--- config.mk ---
export PLATFORM = sky130hd
export DESIGN_NAME = load_store_unit
export DESIGN_NICKNAME = d
export VERILOG_FILES = /design/src/rtl/load_store_unit.sv
export SDC_FILE = /design/constraint.sdc
export NUM_CORES = 1
export LEC_CHECK = 0
export CORE_MARGIN = 2
export CORE_UTILIZATION = 58
export DETAILED_ROUTE_END_ITERATION = 6
export DONT_BUFFER_PORTS = 1
export PLACE_DENSITY = 0.85
export SLEW_MARGIN = 20
export SYNTH_ARGS = -nofsm -noshare
export SYNTH_HDL_FRONTEND = slang
export SYNTH_SLANG_ARGS = --single-unit
--- constraint.sdc ---
create_clock -name clk -period 3.6 [get_ports clk]
set_input_delay 0.72 -clock clk [delete_from_list [all_inputs] [get_ports clk]]
set_output_delay 0.72 -clock clk [all_outputs]
set_load 0.005 [all_outputs]
--- src/rtl/load_store_unit.sv ---
// Load/store unit feeding a 64-bit big-endian, doubleword-wide DataMemory.
// Sub-doubleword stores are performed as read-modify-write of the enclosing doubleword.
module load_store_unit #(
  parameter int ADDR_WIDTH = 10,
  parameter int DATA_WIDTH = 64
) (
  input  logic                  clk,
  input  logic                  reset,
  input  logic                  req_valid,
  output logic                  req_ready,
  input  logic                  req_write,
  input  logic [1:0]            req_size,
  input  logic                  req_unsigned,
  input  logic [63:0]           req_addr,
  input  logic [DATA_WIDTH-1:0] req_wdata,
  output logic                  resp_valid,
  output logic [DATA_WIDTH-1:0] resp_rdata,
  output logic                  resp_fault,
  output logic [ADDR_WIDTH-1:0] mem_address,
  output logic [DATA_WIDTH-1:0] mem_write_data,
  output logic                  mem_read,
  output logic                  mem_write,
  input  logic [DATA_WIDTH-1:0] mem_read_data
);

  typedef enum logic [2:0] {
    S_IDLE  = 3'd0,
    S_RD    = 3'd1,
    S_MERGE = 3'd2,
    S_WR    = 3'd3,
    S_RESP  = 3'd4
  } state_e;

  state_e                  state_q, state_d;
  logic                    write_q, write_d;
  logic [1:0]              size_q, size_d;
  logic                    unsigned_q, unsigned_d;
  logic [ADDR_WIDTH-1:0]   addr_q, addr_d;
  logic [31:0]             wdata_q, wdata_d;
  logic [DATA_WIDTH-1:0]   dbuf_q, dbuf_d;
  logic                    resp_valid_q, resp_valid_d;
  logic                    resp_fault_q, resp_fault_d;
  logic [DATA_WIDTH-1:0]   resp_rdata_q, resp_rdata_d;
  logic                    fault_s;

  // Big-endian: a field of 2^size bytes at offset off ends (LSB) this many bits above bit 0.
  function automatic logic [6:0] lane_shift(input logic [2:0] off, input logic [1:0] size);
    logic [3:0] end_byte;
    end_byte = {1'b0, off} + (4'd1 << size);
    return 7'd64 - {end_byte, 3'b000};
  endfunction

  function automatic logic [63:0] size_mask(input logic [1:0] size);
    case (size)
      2'b00:   return 64'h0000_0000_0000_00FF;
      2'b01:   return 64'h0000_0000_0000_FFFF;
      2'b10:   return 64'h0000_0000_FFFF_FFFF;
      default: return 64'hFFFF_FFFF_FFFF_FFFF;
    endcase
  endfunction

  function automatic logic [63:0] load_extend(input logic [63:0] dw, input logic [2:0] off,
                                              input logic [1:0] size, input logic uns);
    logic [63:0] f;
    f = (dw >> lane_shift(off, size)) & size_mask(size);
    case (size)
      2'b00:   return uns ? f : {{56{f[7]}}, f[7:0]};
      2'b01:   return uns ? f : {{48{f[15]}}, f[15:0]};
      2'b10:   return uns ? f : {{32{f[31]}}, f[31:0]};
      default: return f;
    endcase
  endfunction

  function automatic logic [63:0] merge_lanes(input logic [63:0] dw, input logic [31:0] wd,
                                              input logic [2:0] off, input logic [1:0] size);
    logic [6:0]  sh;
    logic [63:0] m;
    sh = lane_shift(off, size);
    m  = size_mask(size);
    return (dw & ~(m << sh)) | ((({32'd0, wd}) & m) << sh);
  endfunction

  // Fault detection: out-of-range high address bits or unnatural alignment.
  always_comb begin
    fault_s = |req_addr[63:ADDR_WIDTH];
    case (req_size)
      2'b01:   fault_s = fault_s | req_addr[0];
      2'b10:   fault_s = fault_s | (|req_addr[1:0]);
      2'b11:   fault_s = fault_s | (|req_addr[2:0]);
      default: fault_s = fault_s;
    endcase
  end

  // Next-state, request latching, data buffer and registered response values.
  always_comb begin
    state_d      = state_q;
    write_d      = write_q;
    size_d       = size_q;
    unsigned_d   = unsigned_q;
    addr_d       = addr_q;
    wdata_d      = wdata_q;
    dbuf_d       = dbuf_q;
    resp_valid_d = 1'b0;
    resp_fault_d = 1'b0;
    resp_rdata_d = '0;
    case (state_q)
      S_IDLE: begin
        if (req_valid) begin
          write_d    = req_write;
          size_d     = req_size;
          unsigned_d = req_unsigned;
          addr_d     = req_addr[ADDR_WIDTH-1:0];
          wdata_d    = req_wdata[31:0];
          if (fault_s) begin
            state_d      = S_RESP;
            resp_valid_d = 1'b1;
            resp_fault_d = 1'b1;
          end else if (req_write && (req_size == 2'b11)) begin
            state_d = S_WR;
            dbuf_d  = req_wdata;
          end else begin
            state_d = S_RD;
          end
        end else begin
          state_d = S_IDLE;
        end
      end
      S_RD: begin
        dbuf_d = mem_read_data;
        if (write_q) begin
          state_d = S_MERGE;
        end else begin
          state_d      = S_RESP;
          resp_valid_d = 1'b1;
          resp_rdata_d = load_extend(mem_read_data, addr_q[2:0], size_q, unsigned_q);
        end
      end
      S_MERGE: begin
        dbuf_d  = merge_lanes(dbuf_q, wdata_q, addr_q[2:0], size_q);
        state_d = S_WR;
      end
      S_WR: begin
        state_d      = S_RESP;
        resp_valid_d = 1'b1;
      end
      S_RESP:  state_d = S_IDLE;
      default: state_d = S_IDLE;
    endcase
  end

  // State and data registers with synchronous reset.
  always_ff @(posedge clk) begin
    if (reset) begin
      state_q      <= S_IDLE;
      write_q      <= 1'b0;
      size_q       <= 2'b00;
      unsigned_q   <= 1'b0;
      addr_q       <= '0;
      wdata_q      <= 32'd0;
      dbuf_q       <= '0;
      resp_valid_q <= 1'b0;
      resp_fault_q <= 1'b0;
      resp_rdata_q <= '0;
    end else begin
      state_q      <= state_d;
      write_q      <= write_d;
      size_q       <= size_d;
      unsigned_q   <= unsigned_d;
      addr_q       <= addr_d;
      wdata_q      <= wdata_d;
      dbuf_q       <= dbuf_d;
      resp_valid_q <= resp_valid_d;
      resp_fault_q <= resp_fault_d;
      resp_rdata_q <= resp_rdata_d;
    end
  end

  // Strobes are gated by reset so an aborted access can never write memory.
  assign req_ready      = (state_q == S_IDLE);
  assign mem_read       = (state_q == S_RD) && !reset;
  assign mem_write      = (state_q == S_WR) && !reset;
  assign mem_address    = ((state_q == S_RD) || (state_q == S_WR)) ?
                          {addr_q[ADDR_WIDTH-1:3], 3'b000} : '0;
  assign mem_write_data = (state_q == S_WR) ? dbuf_q : '0;
  assign resp_valid     = resp_valid_q;
  assign resp_fault     = resp_fault_q;
  assign resp_rdata     = resp_rdata_q;

endmodule

==> results of run 1 <==
-- critical path: stages, from the launching register on --
cell and delay (ns):
dfxtp_2 0.33, buf_4 0.25, nor2b_1 0.24, fa_1 0.51
or2_2 0.35, a221oi_2 0.41, a22oi_2 0.22, a31oi_1 0.76
o21ai_0 0.19, a21oi_1 0.22
-- sequential cells by signal, summed over array words and instances (netlist names) --
name	cells
addr_q	10
resp_rdata	64
resp_valid	1
write_q	1
size_q	2
wdata_q	32
state_q	3
unsigned_q	1
dbuf_q	64
resp_fault	1
-- repair_timing --
item / in CTS / in global routing
endpoints found under the setup margin: 0 / 66
hold buffers: 0 / 0
resized for setup: 0 / 13
-- power groups by stage --
stage               registers, W  logic, W  clock network (W)
floorplan                0.00208   0.00116                  0
global placement         0.00210   0.00144                  0
detailed placement       0.00210   0.00145                  0
CTS                      0.00206   0.00146            0.00184
global route             0.00206   0.00162            0.00193
finish                   0.00206   0.00153            0.00184
-- cell usage in the layout (no fill, tap or decap), types with 21 or more instances in the layout --
cell,netlist,layout
a211oi_1,21,21
a21oi_1,148,146
a222oi_1,42,42
a22o_1,24,24
and3_1,51,50
buf_4,9,40
dfxtp_1,179,178
inv_1,30,28
mux2i_1,45,45
nand2_1,145,144
nand2b_1,28,28
nor2_1,81,79
nor3_1,46,46
o21ai_0,72,72
o32ai_1,40,40
-- stage by stage --
| stage | power, W | worst slack, ns |
|---|---|---|
| 2_1_floorplan | 0.00324 | -0.0100 |
| 3_3_place_gp | 0.00354 | 0.141 |
| 3_5_place_dp | 0.00355 | 0.0981 |
| 4_1_cts | 0.00536 | 0.0791 |
| 5_1_grt | 0.00560 | -0.118 |
| 6_report | 0.00543 | 0.0182 |
-- logic make-up (layout without fill, tap and decap cells) --
kind of cell | Yosys count | count (layout) | synth area share
AO/OA/AOI/OAI | 445 | 445 | 0.293
adder cells (fa/ha/maj) | 6 | 6 | 0.00781
flip-flops | 179 | 179 | 0.339
buffers and inverters | 166 | 109 | 0.0675
AND/OR/NAND/NOR | 426 | 426 | 0.200
XOR/XNOR | 3 | 3 | 0.00592
multiplexers | 70 | 70 | 0.0863
other | 1 | 7 | 0.000355
-- layout make-up --
type	count	area, um^2
Antenna cell	4	10.0
Clock buffer	17	425
Clock inverter	15	144
Fill cell	1581	6520
Inverter	32	133
Multi-Input combinational cell	953	6410
Sequential cell	179	3580
Tap cell	229	287
Timing Repair Buffer	45	392
-- per-layer routing --
| layer | routed length (um) | track usage | share of wire | up-vias |
|---|---|---|---|---|
| li1 | - | - | - | 4716 |
| met1 | 15100 | 0.521 | 0.37 | 4901 |
| met2 | 16900 | 0.581 | 0.42 | 891 |
| met3 | 5900 | 0.152 | 0.15 | 174 |
| met4 | 2350 | 0.195 | 0.058 | 0 |
| met5 | 0 | 0 | 0 | - |
-- worst min-delay path by stage --
| stage | from | to | cells past startpoint |
|---|---|---|---|
| floorplan | dbuf_q[48] | dbuf_q[48] | 1 |
| global placement | addr_q[8] | addr_q[8] | 2 |
| detailed placement | addr_q[9] | addr_q[9] | 2 |
| CTS | reset | addr_q[1] | 1 |
| global route | reset | addr_q[0] | 1 |
| finish | reset | resp_fault | 1 |
==> flow_metrics.tcl, run 1 <==
set metrics [dict create \
    status "finished with violations" \
    violations "DRC" \
    total_leakage_power_nw 4.28 \
    yosysMostFrequentCell "dfxtp_1" \
    grt_pass1_vias 9512 \
    worstReg2RegStart "size_q[0]" \
    post_layout_nonfiller_instances 1474 \
    rows 49 \
    die_h_um 139 \
    clkSinkCount 179 \
    power_switching_share 0.347 \
    num_vias 10682 \
    dp_hpwl_um 30300 \
    worstHoldPathType "input port to flop" \
    avgSynthCellArea_um2 8.16 \
    ir_drop_mv 0.349 \
    worst_ep_arrival_time_ns 3.94 \
    overflow 0 \
    synth_edf_count 0 \
    clkPwrFrac 0.339 \
    dieArea_mm2 0.0193 \
    initial_core_util 0.590 \
    synth_area_leaders "dfxtp_1 34%, a21oi_1 7.0%, nand2_1 5.1%" \
    syn_area_mm2 0.0106 \
    portBuffers 0 \
    drtPass1Iterations 7 \
    clkTransAtPathRegs_ns 0.07 \
    drv_slew 0 \
    drt_iter0_markers 1853 \
    stdcell_area_mm2 0.0114 \
    grt_usage 0.399 \
    synth_seq_cells 179 \
    yosysUniqueCellTypes 69 \
    reg2regPathDepth 9 \
    grt_pass1_wl_um 59800 \
    tightest_slew_ns 1.12 \
    wl_um 40200 \
    worstSetupPathType "flop to flop" \
    cts_made_buffers 17 \
    drcViolationCount 35 \
    critPathLaunchType "flop" \
    cp-endpoint "dbuf_q[58]" \
    p_int_w 0.00354 \
    final-hold-violation-count 0 \
    synth_top_area_frac 0.339 \
    skew_ns 0.00814 \
    synth_cells 1296 \
    areaGrowthSynthToFinish_pct 7.68 \
    place_area_mm2 0.0107 \
    postRouteAntennaNets 0 \
    nNetsFinal 1433 \
    io-pin-count 342 \
    setup_viol 0 \
    place_congestion 1.07 \
    netlist.top_cell.by_area "dfxtp_1" \
    rsz0062_at_grt "yes" \
    max-slew-margin-rel 0.253 \
    rrSetupSlack_ns 0.02 \
    ys_warn_count 0 \
    combPwrFrac 0.281 \
    die_w_um 139 \
    hold_ws_ns 0.354 \
    wl_per_cell_um 27.3 \
    synth-main-ff-cell "dfxtp_1" \
    drive_above_1_share 0.130 \
    grt_antenna_before_repair 4 \
    clk_latency_ns 0.44 \
    rr_endpoint "dbuf_q[58]" \
    final_util 0.636 \
    cts-root-buf "clkbuf_16" \
    yosysSeqAreaShare 0.339 \
    endpoint_kind "flop" \
    htree_num_levels 4 \
    power_density_mw_per_mm2 477 \
    max_cap_viol_count 0 \
    clk_path_buf_depth 2 \
    tns_ns 0 \
    post-cts-setup-buffers 0 \
    synthTopCellsByCount "179 x dfxtp_1, 148 x a21oi_1, 145 x nand2_1" \
    fmax_mhz 279 \
    grt_start_max_net_pins 139 \
    core_area_mm2 0.0179 \
    vias_per_cell 7.25 \
    cts_tree "yes" \
    dp_cells 1438 \
    crit_required_ns 3.96 \
    critPathMaxFanout 22 \
    p_sw_w 0.00188 \
    post-route-min-period_ns 3.58 \
    fin_crit_sh 0.995 \
    crit_start "size_q[0]" \
    seq_power_share 0.380 \
    synthArstFlopShare 0 \
]
Power figures use the tool's default switching activity.
==> inputs of run 2 (changes only) <==
CELL_PAD_IN_SITES_DETAIL_PLACEMENT = 1   (was default)
CELL_PAD_IN_SITES_GLOBAL_PLACEMENT = 1   (was default)
CORE_UTILIZATION = 42   (was 58)
PLACE_DENSITY = 0.86   (was 0.85)
==> flow_metrics.tcl, run 2 (synthesis results as in run 1) <==
set metrics [dict create \
    grt_antenna_before_repair 3 \
    final_cell_mix "177 x dfxtp_1, 146 x a21oi_1, 145 x nand2_1" \
    final-hold-violation-count 0 \
    layout_commonest_cell "dfxtp_1" \
    grt_pass1_wl_um 70400 \
    areaGrowthSynthToFinish_pct 12.2 \
    critPathMaxFanout 34 \
    vias_per_cell 6.95 \
    drive_above_1_share 0.149 \
    wl_per_cell_um 31.4 \
    crit_start "size_q[1]" \
    die_w_um 163 \
    skew_ns 0.0132 \
    fin_crit_sh 0.989 \
    post-route-min-period_ns 3.56 \
    power_density_mw_per_mm2 492 \
    violations "DRC" \
    endpoint_kind "flop" \
    clkSinkCount 179 \
    die_h_um 163 \
    layout_setup_ws_ns 0.0397 \
    core_area_mm2 0.0250 \
    worstSetupPathType "flop to flop" \
    total_leakage_power_nw 4.46 \
    wl_um 50100 \
    postRouteAntennaNets 0 \
    crit_required_ns 3.97 \
    grt_start_max_net_pins 139 \
    clk_path_buf_depth 2 \
    cts_made_buffers 17 \
    dieArea_mm2 0.0264 \
    htree_num_levels 4 \
    portBuffers 0 \
    cts-root-buf "clkbuf_16" \
    clkTransAtPathRegs_ns 0.08 \
    rows 58 \
    hp-start "reset" \
    io-pin-count 342 \
    drt_iter0_markers 1552 \
    nNetsFinal 1457 \
    num_vias 11113 \
    initial_core_util 0.423 \
    overflow 0 \
    drtPass1Iterations 7 \
    worst_ep_arrival_time_ns 3.93 \
    max_cap_viol_count 0 \
    drv_slew 0 \
    grt_usage 0.357 \
    fmax_mhz 281 \
    fillers 2952 \
    max-slew-margin-rel 0.315 \
    place_ws_ns -0.0262 \
    worstHoldPathType "input port to flop" \
    setup_viol 0 \
    place_congestion 1.02 \
    dp_hpwl_um 37100 \
    critPathLaunchType "flop" \
    drcViolationCount 10 \
    hold_ws_ns 0.358 \
    grt_pass1_vias 10554 \
    clk_latency_ns 0.44 \
    cts_tree "yes" \
    tightest_slew_ns 1.02 \
    status "finished with violations" \
    worstReg2RegStart "size_q[1]" \
    ir_drop_mv 0.231 \
]
[run 2: cell count changes in the layout (fill, tap and decap cells not counted), moves of 2 or more]
cell / before / now
inv_8: 2 / 7
buf_6: 1 / 3
clkinv_8: 0 / 2
clkbuf_16: 17 / 19
clkinv_2: 3 / 0
inv_6: 7 / 3
buf_4: 40 / 53
[run 2: report_power, final]
| group | switching (W) | total [W] | internal, W | leakage [nW] |
|---|---|---|---|---|
| clock network | 0.000988 | 0.00194 | 0.000955 | 0.290 |
| logic | 0.00112 | 0.00183 | 0.000705 | 2.72 |
| registers | 0.0000559 | 0.00207 | 0.00201 | 1.45 |
| total | 0.00216 | 0.00584 | 0.00367 | 4.46 |
[run 2: worst paths after layout]
kind,cells past startpoint,slack (ns),to
worst max-delay path,15,0.04,resp_rdata[56]
worst min-delay path,1,0.36,wdata_q[30]
worst max register to register,15,0.04,resp_rdata[56]
worst min register to register,2,0.45,addr_q[6]
[run 2: repair_timing]
item | CTS | global route
gates cloned | 1 | 5
pin swaps | 0 | 2
hold buffers | 0 | 0
endpoints found under the setup margin | 16 | 98
buffers inserted | 0 | 5
resized for setup | 4 | 20
[run 2: stage by stage]
stage | instances | power [W] | setup TNS [ns] | util | cell area (um^2)
3_5_place_dp | 1552 | 0.00365 | -0.0397 | 0.440 | 11000
5_1_grt | 1597 | 0.00601 | -1.25 | 0.475 | 11900
2_1_floorplan | 1298 | 0.00324 | -0.0900 | - | 10700
4_1_cts | 1585 | 0.00562 | 0 | 0.466 | 11600
3_3_place_gp | 1552 | 0.00362 | 0 | 0.440 | 11000
6_report | 1598 | 0.00584 | 0 | 0.475 | 11900
[run 2: area by class of cell]
cell class	instances	area [um^2]	share of cell area
Tap cell	330	413	0.0348
Clock inverter	14	154	0.0130
Timing Repair Buffer	67	662	0.0558
Clock buffer	18	439	0.0370
Inverter	32	133	0.0112
Sequential cell	179	3590	0.303
Antenna cell	3	7.51	0.000633
Multi-Input combinational cell	955	6460	0.545
[run 2: worst max-delay path, cell delays in order, from the launching register on]
cell and delay, ns:
dfxtp_2 0.36, or2_4 0.14, inv_4 0.03, ha_4 0.16, fa_2 0.62, inv_1 0.11, ha_4 0.36, buf_6 0.20
buf_16 0.21, mux2i_1 0.24, a21oi_1 0.15, a211oi_2 0.35, a21boi_4 0.10, buf_12 0.15, clkbuf_16 0.16, nor2_1 0.14
[run 2: per-layer routing]
metal | global-route usage | wire (um) | up-vias
li1 | - | - | 4777
met1 | 0.470 | 20200 | 5498
met2 | 0.546 | 22200 | 692
met3 | 0.0955 | 5180 | 146
met4 | 0.166 | 2480 | 0
met5 | 0 | 0 | -
